## src/rtl/button_events_pkg.sv

```systemverilog
// button_events_pkg: state encoding and default hold/repeat tick counts shared with the debouncer prescaler
package button_events_pkg;
  typedef enum logic [1:0] {IDLE = 2'b00, HELD = 2'b01, LONG = 2'b11} state_e;
  localparam int LONG_TICKS_DEF = 64;
  localparam int REPEAT_TICKS_DEF = 16;
endpackage

```

## src/rtl/button_events_event_tick_counter.sv

```systemverilog
// event_tick_counter: tick counter that clears itself on reaching the terminal value
module event_tick_counter #(
  parameter int CNT_W = 8
) (
  input  logic             clk,
  input  logic             rst,
  input  logic             clr_i,
  input  logic             en_i,
  input  logic [CNT_W-1:0] term_i,
  output logic [CNT_W-1:0] cnt_o,
  output logic             tc_o
);
  logic [CNT_W-1:0] cnt_q, cnt_d;
  assign tc_o = cnt_q == term_i;
  assign cnt_o = cnt_q;
  always_comb cnt_d = clr_i ? '0 : en_i ? (tc_o ? '0 : cnt_q + 1'b1) : cnt_q;
  always_ff @(posedge clk) begin
    if (rst) cnt_q <= '0;
    else cnt_q <= cnt_d;
  end
endmodule

```

## src/rtl/button_events.sv

```systemverilog
// button_events: turns a debounced button level into press/release/click/long-press/repeat pulses
module button_events
  import button_events_pkg::*;
#(
  parameter int LONG_TICKS = LONG_TICKS_DEF,
  parameter int REPEAT_TICKS = REPEAT_TICKS_DEF,
  parameter int CNT_W = 8
) (
  input  logic clk,
  input  logic rst,
  input  logic tick_i,
  input  logic btn_i,
  input  logic en_repeat_i,
  output logic press_o,
  output logic release_o,
  output logic click_o,
  output logic long_press_o,
  output logic repeat_o,
  output logic held_o
);
  state_e state_q, state_d;
  logic press_q, press_d, release_q, release_d, click_q, click_d;
  logic long_q, long_d, repeat_q, repeat_d, held_q, held_d;
  logic [CNT_W-1:0] cnt, term;
  logic tc, cnt_en, cnt_clr, hit;
  assign term = (state_q == LONG) ? CNT_W'(REPEAT_TICKS - 1) : CNT_W'(LONG_TICKS - 1);
  assign cnt_en = tick_i && btn_i && (state_q == HELD || (state_q == LONG && en_repeat_i));
  // disabling repeat parks the counter so re-enabling starts a full interval
  assign cnt_clr = !btn_i || state_q == IDLE || (state_q == LONG && !en_repeat_i);
  assign hit = tick_i && tc;
  event_tick_counter #(.CNT_W(CNT_W)) u_cnt (
    .clk   (clk),
    .rst   (rst),
    .clr_i (cnt_clr),
    .en_i  (cnt_en),
    .term_i(term),
    .cnt_o (cnt),
    .tc_o  (tc)
  );
  always_comb begin
    state_d = state_q;
    press_d = 1'b0;
    release_d = 1'b0;
    click_d = 1'b0;
    long_d = 1'b0;
    repeat_d = 1'b0;
    case (state_q)
      IDLE: if (btn_i) begin
        press_d = 1'b1;
        state_d = HELD;
      end
      HELD: if (!btn_i) begin
        release_d = 1'b1;
        click_d = 1'b1;
        state_d = IDLE;
      end else if (hit) begin
        long_d = 1'b1;
        state_d = LONG;
      end
      LONG: if (!btn_i) begin
        release_d = 1'b1;
        state_d = IDLE;
      end else repeat_d = hit && en_repeat_i;
      default: state_d = IDLE;
    endcase
    held_d = state_d != IDLE;
  end
  always_ff @(posedge clk) begin
    if (rst) begin
      state_q <= IDLE;
      press_q <= 1'b0;
      release_q <= 1'b0;
      click_q <= 1'b0;
      long_q <= 1'b0;
      repeat_q <= 1'b0;
      held_q <= 1'b0;
    end else begin
      state_q <= state_d;
      press_q <= press_d;
      release_q <= release_d;
      click_q <= click_d;
      long_q <= long_d;
      repeat_q <= repeat_d;
      held_q <= held_d;
    end
  end
  assign press_o = press_q;
  assign release_o = release_q;
  assign click_o = click_q;
  assign long_press_o = long_q;
  assign repeat_o = repeat_q;
  assign held_o = held_q;
  a_cnt_bound: assert property (@(posedge clk) disable iff (rst) cnt <= term);
endmodule

```

## config.mk

```make
export PLATFORM = sky130hd
export DESIGN_NAME = button_events
export DESIGN_NICKNAME = d
export VERILOG_FILES = /design/src/rtl/button_events_pkg.sv /design/src/rtl/button_events_event_tick_counter.sv /design/src/rtl/button_events.sv
export SDC_FILE = /design/constraint.sdc
export NUM_CORES = 1
export LEC_CHECK = 0
export CORE_UTILIZATION = 48
export CTS_BUF_LIST = sky130_fd_sc_hd__clkbuf_4 sky130_fd_sc_hd__clkbuf_8
export DETAILED_ROUTE_END_ITERATION = 8
export GPL_TIMING_DRIVEN = 0
export PLACE_DENSITY = 0.75
export SETUP_SLACK_MARGIN = 0.4
export SYNTH_ARGS = -nofsm -noshare
export SYNTH_HDL_FRONTEND = slang
export SYNTH_HIERARCHICAL = 1
export SYNTH_SLANG_ARGS = --single-unit
```

## constraint.sdc

```tcl
create_clock -name clk -period 1.4 [get_ports clk]
set_input_delay 0.28 -clock clk [delete_from_list [all_inputs] [get_ports clk]]
set_output_delay 0.28 -clock clk [all_outputs]
set_load 0.01 [all_outputs]
```

==> results.json <==
{
  "fillCellCount": 95,
  "r2r_slack_ps": -40,
  "port_buffers": 10,
  "required_ps": 1570,
  "rows": 13,
  "setup.worst_path.end_class": "register",
  "cp-start-kind": "register",
  "cp_max_fo": 6,
  "syn_inst": 79,
  "violations": "setup timing",
  "skew_ps": 16.1,
  "drc": 0,
  "min_period_over_period": 1.03,
  "pin_count": 11,
  "drt_iter0_markers": 13,
  "drive_gt1_frac": 0.356,
  "num_antenna_cells": 0,
  "pre_cts_ws_ps": -512,
  "mostFrequentLayoutCells": "10 x dfxtp_1, 9 x xnor2_1, 9 x nor2_1",
  "clockBufferDepth": 2,
  "clock_latency_ps": 290,
  "synthDistinctLibCells": 22,
  "utilization": 0.747,
  "synth_warnings": 6,
  "hold_path.class": "in2reg",
  "track_usage": 0.203,
  "viasPerCell": 4.99,
  "drv_cap": 0,
  "cts-root-buf": "clkbuf_4",
  "wl_mm": 1.49,
  "reg2reg_depth": 7,
  "ys_seq_area_frac": 0.441,
  "cp-startpoint": "state_q[1]$_SDFF_PP0_",
  "die_h_um": 40.9,
  "grt-ovfl-total": 0,
  "dr_total_vias": 594,
  "finalSetupTns_ps": -258,
  "status": "complete, but fails checks",
  "antenna_found_initial": 0,
  "instances_no_fill": 119,
  "gp_congestion": 0.764,
  "clkTransAtPathRegs_ps": 100,
  "hold_buffers": 0,
  "nNetsFinal": 111,
  "crit_path_end": "u_cnt/cnt_o[3]$_SDFFE_PP0P_",
  "dp_cells": 108,
  "drv_slew": 0,
  "final-setup-viol-count": 8,
  "timing.rr.start": "state_q[1]$_SDFF_PP0_",
  "dieArea_um2": 1670,
  "areaGrowthSynthToFinish_pct": 39.0,
  "vdd_ir_drop_max_uv": 528,
  "synth_top_area_share": 0.441,
  "final_common_cell": "dfxtp_1",
  "syn_area_per_cell_um2": 9.19,
  "wire_per_inst_um": 12.5,
  "min_path_cells": 3,
  "multi_input_area_um2": 445,
  "start_util": 0.538,
  "clock-sinks": 16,
  "hold_viol": 0,
  "rsz0062_at_grt": "true",
  "synth-seq-cells": 16,
  "syn_area_um2": 726,
  "dp_hpwl_um": 942,
  "layout_min_cycle_time_ps": 1440,
  "worst_slack_ps": -37.3,
  "p_per_area_nw_per_um2": 800,
  "synth_top_area_cell": "dfxtp_1",
  "grt_pass1_vias": 511,
  "worstSetupPathType": "reg2reg",
  "cp.arrival_ps": 1610,
  "grt_max_degree": 10,
  "htree_levels": 1,
  "coreArea_um2": 1350,
  "worst_r2r_endpoint": "u_cnt/cnt_o[3]$_SDFFE_PP0P_",
  "seq_area_um2": 330,
  "die_w_um": 40.9,
  "synthTopCellsByArea": "dfxtp_1 44%, xnor2_1 13%, nor2_1 5.7%, xor2_1 4.8%, nand4_1 4.3%",
  "grt_pass1_wl_mm": 2.12,
  "drt-pass1-iter-count": 5,
  "cts_tree": "yes",
  "ant_nets": 0,
  "max_clock_freq_ghz": 0.696,
  "leakage_uw": 0.000385,
  "cts_made_buffers": 3
}
metal layers:
metal	global-route usage	part of all wire	routed length, um
met1	0.248	0.46	693
met2	0.328	0.48	721
met3	0.0326	0.036	54
met4	0.125	0.017	25
met5	0	0	0
synth_stat cells:
master / n
nand2_1: 5
xnor2_1: 11
nand3_1: 2
mux2i_1: 1
a21oi_1: 4
nand2b_1: 1
inv_1: 3
o31ai_4: 1
o21a_1: 1
conb_1: 2
clkbuf_8: 1
nor3b_2: 1
nor2_1: 11
and2b_2: 1
ha_1: 1
buf_2: 1
and3_1: 1
dfxtp_1: 16
o21ai_0: 1
xor2_1: 4
nand4_1: 5
nor3_1: 5
worst max-delay path: stages, from the launching register on:
cell,delay (ps)
dfxtp_2,340
buf_6,120
nand2_8,60
xnor2_2,130
nand4_1,170
o31ai_4,310
buf_6,150
nor2_1,40
per-stage QoR:
| stage | hold slack [ps] | instance area, um2 | total power (uW) |
|---|---|---|---|
| 2_1_floorplan | 354 | 773 | 506 |
| 3_3_place_gp | 488 | 892 | 534 |
| 3_5_place_dp | 491 | 892 | 535 |
| 4_1_cts | 400 | 972 | 808 |
| 5_1_grt | 440 | 1010 | 835 |
| 6_report | 429 | 1010 | 807 |
where the power goes:
part / internal, uW / switching, uW / total, uW
combinational: 33.2 / 32.8 / 66.0
sequential: 461 / 4.97 / 466
clock: 130 / 146 / 275
total: 624 / 183 / 807
cell type report:
type | instances | area share
Sequential cell | 16 | 0.328
Multi-Input combinational cell | 62 | 0.442
Tap cell | 15 | 0.0186
Clock buffer | 4 | 0.0298
Inverter | 3 | 0.0112
Buffer | 2 | 0.0248
Timing Repair Buffer | 17 | 0.146
logic make-up after synthesis:
group / synth area share
DFF: 0.441
xor gates and xnor gates: 0.181
buffers and inverters: 0.0414
muxes: 0.0138
other: 0.0103
adders and majority gates: 0.0172
AOI/OAI and AO/OA: 0.0741
and+or+nand+nor: 0.221
repair_timing:
| action | 4_1_cts | 5_1_grt |
|---|---|---|
| setup buffers | 7 | 0 |
| resized for setup | 33 | 9 |
| pin swaps | 9 | 2 |
| endpoints found under the setup margin | 17 | 17 |
how the worst min path moves through the flow:
| stage | from | to | slack [ps] |
|---|---|---|---|
| final | en_repeat_i | repeat_o$_SDFF_PP0_ | 430 |
| after global routing | en_repeat_i | repeat_o$_SDFF_PP0_ | 440 |
| after CTS | btn_i | release_o$_SDFF_PP0_ | 400 |
| after detailed placement | state_q[0]$_SDFF_PP0_ | press_o$_SDFF_PP0_ | 490 |
| after global placement | state_q[0]$_SDFF_PP0_ | press_o$_SDFF_PP0_ | 490 |
| after floorplan | btn_i | release_o$_SDFF_PP0_ | 350 |
sequential cells by signal, summed over array words and instances (netlist names):
signal	cells
click_o	1
held_o	1
long_press_o	1
press_o	1
release_o	1
repeat_o	1
state_q	2
u_cnt/cnt_o	8
No activity file was read; power rests on OpenSTA's default activity.
==> patch 1: new RTL, same flow settings <==
Add an input register stage for `tick_i`, `btn_i` and `en_repeat_i`, with the module's reset; this delays them by one clock.
--- a/src/rtl/button_events.sv
+++ b/src/rtl/button_events.sv
@@ -19,4 +19,21 @@
   output logic held_o
 );
+
+  logic tick_q;
+  logic btn_q;
+  logic en_repeat_q;
+
+  always_ff @(posedge clk) begin
+    if (rst) begin
+      tick_q      <= '0;
+      btn_q       <= '0;
+      en_repeat_q <= '0;
+    end else begin
+      tick_q      <= tick_i;
+      btn_q       <= btn_i;
+      en_repeat_q <= en_repeat_i;
+    end
+  end
+
   state_e state_q, state_d;
   logic press_q, press_d, release_q, release_d, click_q, click_d;
@@ -25,8 +42,8 @@
   logic tc, cnt_en, cnt_clr, hit;
   assign term = (state_q == LONG) ? CNT_W'(REPEAT_TICKS - 1) : CNT_W'(LONG_TICKS - 1);
-  assign cnt_en = tick_i && btn_i && (state_q == HELD || (state_q == LONG && en_repeat_i));
+  assign cnt_en = tick_q && btn_q && (state_q == HELD || (state_q == LONG && en_repeat_q));
   // disabling repeat parks the counter so re-enabling starts a full interval
-  assign cnt_clr = !btn_i || state_q == IDLE || (state_q == LONG && !en_repeat_i);
-  assign hit = tick_i && tc;
+  assign cnt_clr = !btn_q || state_q == IDLE || (state_q == LONG && !en_repeat_q);
+  assign hit = tick_q && tc;
   event_tick_counter #(.CNT_W(CNT_W)) u_cnt (
     .clk   (clk),
@@ -46,9 +63,9 @@
     repeat_d = 1'b0;
     case (state_q)
-      IDLE: if (btn_i) begin
+      IDLE: if (btn_q) begin
         press_d = 1'b1;
         state_d = HELD;
       end
-      HELD: if (!btn_i) begin
+      HELD: if (!btn_q) begin
         release_d = 1'b1;
         click_d = 1'b1;
@@ -58,8 +75,8 @@
         state_d = LONG;
       end
-      LONG: if (!btn_i) begin
+      LONG: if (!btn_q) begin
         release_d = 1'b1;
         state_d = IDLE;
-      end else repeat_d = hit && en_repeat_i;
+      end else repeat_d = hit && en_repeat_q;
       default: state_d = IDLE;
     endcase
Formal check against the unedited RTL: not equivalent (Yosys sat finds a counterexample within 4 cycles, from zero or initial values and one cycle with rst high).
==> patch 1 against the original RTL <==
  * The flow still finishes with violations (negative setup slack)
  * Clock power up 9.1%
  * Power up 13%
  * Synthesized area up 12%
  * Worst setup slack worse by 56 ps
  * Sequential cell count up 3
  * Cell count up 9.2%
  * Routed wire length up 12%
  * Critical path depth unchanged
  * Maximum frequency down 3.8%
  * Global-route usage down 0.38 points
  * Count of clock-buffer cells in the layout unchanged
  * Design area up 8.9%
==> patch 1: results <==
sta:
  final-setup-viol-count: 8
  finClkSkew_ps: 8.70
  fin_ws_ps: -93.4
hold_path:
  worstHoldStart: "en_repeat_q$_SDFF_PP0_"
  holdPathStages: 2
place:
  gp_congestion: 0.794
  placed_cells: 116
status:
  violations: "negative setup slack"
  status: "finished with violations"
global_routing:
  grt_util_met2_pct: 33.4
  track_usage_pct: 19.9
  use_met1_pct: 23.4
  grt_max_degree: 11
worst_setup_path:
  worst-r2r-setup-slack_ps: -90
synthesis:
  yosysUniqueCellTypes: 24
  syn_avg_cell_area_um2: 9.49
clock_tree:
  clkLatencyLatePin_ps: 310
pwr:
  p_sw_uw: 200
  max-vdd-ir-drop_mv: 0.735
  p_leak_uw: 0.000435
detailed_routing:
  wl_per_cell_um: 12.9
  firstDrtPassIters: 4
  routed_via_density: 5.07
  routed_wl_um: 1680
  drt-initial-drc-count: 16
cells_and_area:
  drive_gt1_share_pct: 33.3
-- patch 1: worst max path at each step --
stage / start / endpoint / depth (start not counted)
2_1_floorplan: state_q[1]$_SDFF_PP0_ / u_cnt/cnt_o[0]$_SDFFE_PP0P_ / 6
3_3_place_gp: state_q[1]$_SDFF_PP0_ / u_cnt/cnt_o[0]$_SDFFE_PP0P_ / 6
3_5_place_dp: state_q[1]$_SDFF_PP0_ / u_cnt/cnt_o[5]$_SDFFE_PP0P_ / 6
4_1_cts: state_q[0]$_SDFF_PP0_ / u_cnt/cnt_o[7]$_SDFFE_PP0P_ / 7
5_1_grt: state_q[1]$_SDFF_PP0_ / u_cnt/cnt_o[0]$_SDFFE_PP0P_ / 7
6_report: state_q[1]$_SDFF_PP0_ / u_cnt/cnt_o[0]$_SDFFE_PP0P_ / 7
-- patch 1: power by group through the flow --
stage / clock network [uW] / logic (uW) / registers, uW
3_5_place_dp: 0 / 47.7 / 570
2_1_floorplan: 0 / 22.7 / 570
4_1_cts: 310 / 52.2 / 555
3_3_place_gp: 0 / 45.7 / 570
6_report: 300 / 56.2 / 555
5_1_grt: 331 / 61.1 / 557
-- patch 1: per-stage QoR --
step	power [uW]	hold WS (ps)	util, %
5_1_grt	950	518	71.3
6_report	912	473	71.3
4_1_cts	916	471	69.8
2_1_floorplan	593	344	-
3_3_place_gp	616	456	63.5
3_5_place_dp	618	450	63.5
-- patch 1: logic make-up (layout without fill, tap and decap cells) --
family	after synthesis	after routing	share of synthesized area, %
AOI/OAI and AO/OA	7	7	6.59
xor gates and xnor gates	15	15	16.1
adders and majority gates	1	1	1.53
buffers and inverters	5	29	4.45
DFF	19	19	46.6
muxes	1	1	1.23
other	2	6	0.921
and+or+nand+nor	36	36	22.5
-- patch 1: worst max-delay path, cell delays in order (launching register included) --
cell and delay, ps:
dfxtp_2 340, buf_6 110, nand2_4 60, xnor2_2 140, nand4_1 220, o31ai_4 290
buf_4 170, nor2_1 30
-- patch 1: layout make-up --
cell class | count | area [um2] | area share (%)
buffer | 2 | 25.0 | 2.28
clock buffer | 4 | 30.0 | 2.73
inverter | 3 | 11.3 | 1.03
multi-input combinational | 66 | 450 | 41.0
sequential | 19 | 394 | 35.9
tap | 16 | 20.0 | 1.82
timing repair buffer | 20 | 168 | 15.3
-- patch 1: layer usage --
layer	vias up	wire [um]
li1	331	-
met1	313	739
met2	13	848
met3	2	65
met4	0	21
met5	-	0
-- patch 1: timing repair --
item	4_1_cts	5_1_grt
pin swaps	9	1
endpoints found under the setup margin	17	17
gates resized for setup	29	6
buffers inserted	10	0
==> patch 2: new RTL, same settings <==
Without the edit above. `CNT_W` is set to 8 in 2 places; all go to 12.
--- a/src/rtl/button_events_event_tick_counter.sv
+++ b/src/rtl/button_events_event_tick_counter.sv
@@ -1,5 +1,5 @@
 // event_tick_counter: tick counter that clears itself on reaching the terminal value
 module event_tick_counter #(
-  parameter int CNT_W = 8
+  parameter int CNT_W = 12
 ) (
   input  logic             clk,
--- a/src/rtl/button_events.sv
+++ b/src/rtl/button_events.sv
@@ -5,5 +5,5 @@
   parameter int LONG_TICKS = LONG_TICKS_DEF,
   parameter int REPEAT_TICKS = REPEAT_TICKS_DEF,
-  parameter int CNT_W = 8
+  parameter int CNT_W = 12
 ) (
   input  logic clk,
Check against the original RTL: same outputs for any inputs over 10 cycles, from zero or initial values and one cycle with rst high; that may be too few to reach the edited logic, so the function may still have changed.
==> patch 2 against the original RTL <==
  * The run still ends with negative setup slack left
  * Worst setup slack got worse by 160 ps
  * Routed wire length rose by 48%
  * Hold slack got worse by 65 ps
  * Sequential cell count rose by 4
  * Synthesized area rose by 37%
  * Global-route usage rose by 0.55 points
  * Power rose by 26%
  * Design area rose by 41%
==> patch 2: results <==
synthesis:
  synth-xor-area-share_pct: 17.6
  yosysUniqueCellTypes: 30
  synth_common_cells: "dfxtp_1 (20), xnor2_1 (15), nand2_1 (10)"
  synthMuxAreaShare_pct: 0
  synth_seq_area_share_pct: 40.3
  synth_seq_cells: 20
status:
  status: "finished with violations"
  violations: "negative setup slack"
pwr:
  powerSeq_uw: 579
  p_clk_share_pct: 34.7
  swShare_pct: 23.5
detailed_routing:
  wl_per_cell_um: 12.8
  firstDrtPassIters: 4
  routed_wl_um: 2210
  drt-initial-drc-count: 11
  num_vias: 855
global_routing:
  grt_pass1_wl_um: 3200
cells_and_area:
  buf_share_pct: 15.3
  multi_input_gates: 94
  multi_input_area_share_pct: 50.0
  seq_share_pct: 29.0
  final.fill_count: 153
worst_setup_path:
  crit_fanout: 8
  crit_arrival_ps: 1820
  cp_top_family: "simple AND/OR/NAND/NOR gates"
  crit_path_top_delay_cell: "dfxtp_4"
place:
  dp_worst_setup_slack_ps: -673
sta:
  fin_ws_ps: -195
  finClkSkew_ps: 3.10
  final-setup-viol-count: 15
clock_tree:
  cts_resized: 34
hold_path:
  holdPathStages: 2
==> patch 2: cell types whose count changed in the layout (fill, tap and decap cells not counted), sizes merged, moves of 3 or more <==
cell / before / now
conb: 6 / 10
xnor2: 11 / 15
dfxtp: 16 / 20
buf: 14 / 20
nor3: 5 / 8
nand2: 5 / 10
a21oi: 4 / 7
or3b: 0 / 3
==> patch 2: routing by layer <==
layer / global-route usage (%) / share of wire [%]
met5: 0 / 0
met1: 25.5 / 46
met3: 3.40 / 3.1
met4: 8.57 / 0.99
met2: 36.2 / 50
==> patch 2: worst paths after layout <==
path / start / slack, ps / end
worst max register to register: state_q[0]$_SDFF_PP0_ / -200 / u_cnt/cnt_o[11]$_SDFFE_PP0P_
worst min-delay path: btn_i / 360 / release_o$_SDFF_PP0_
worst min register to register: state_q[0]$_SDFF_PP0_ / 490 / press_o$_SDFF_PP0_
worst max-delay path: state_q[0]$_SDFF_PP0_ / -200 / u_cnt/cnt_o[11]$_SDFFE_PP0P_
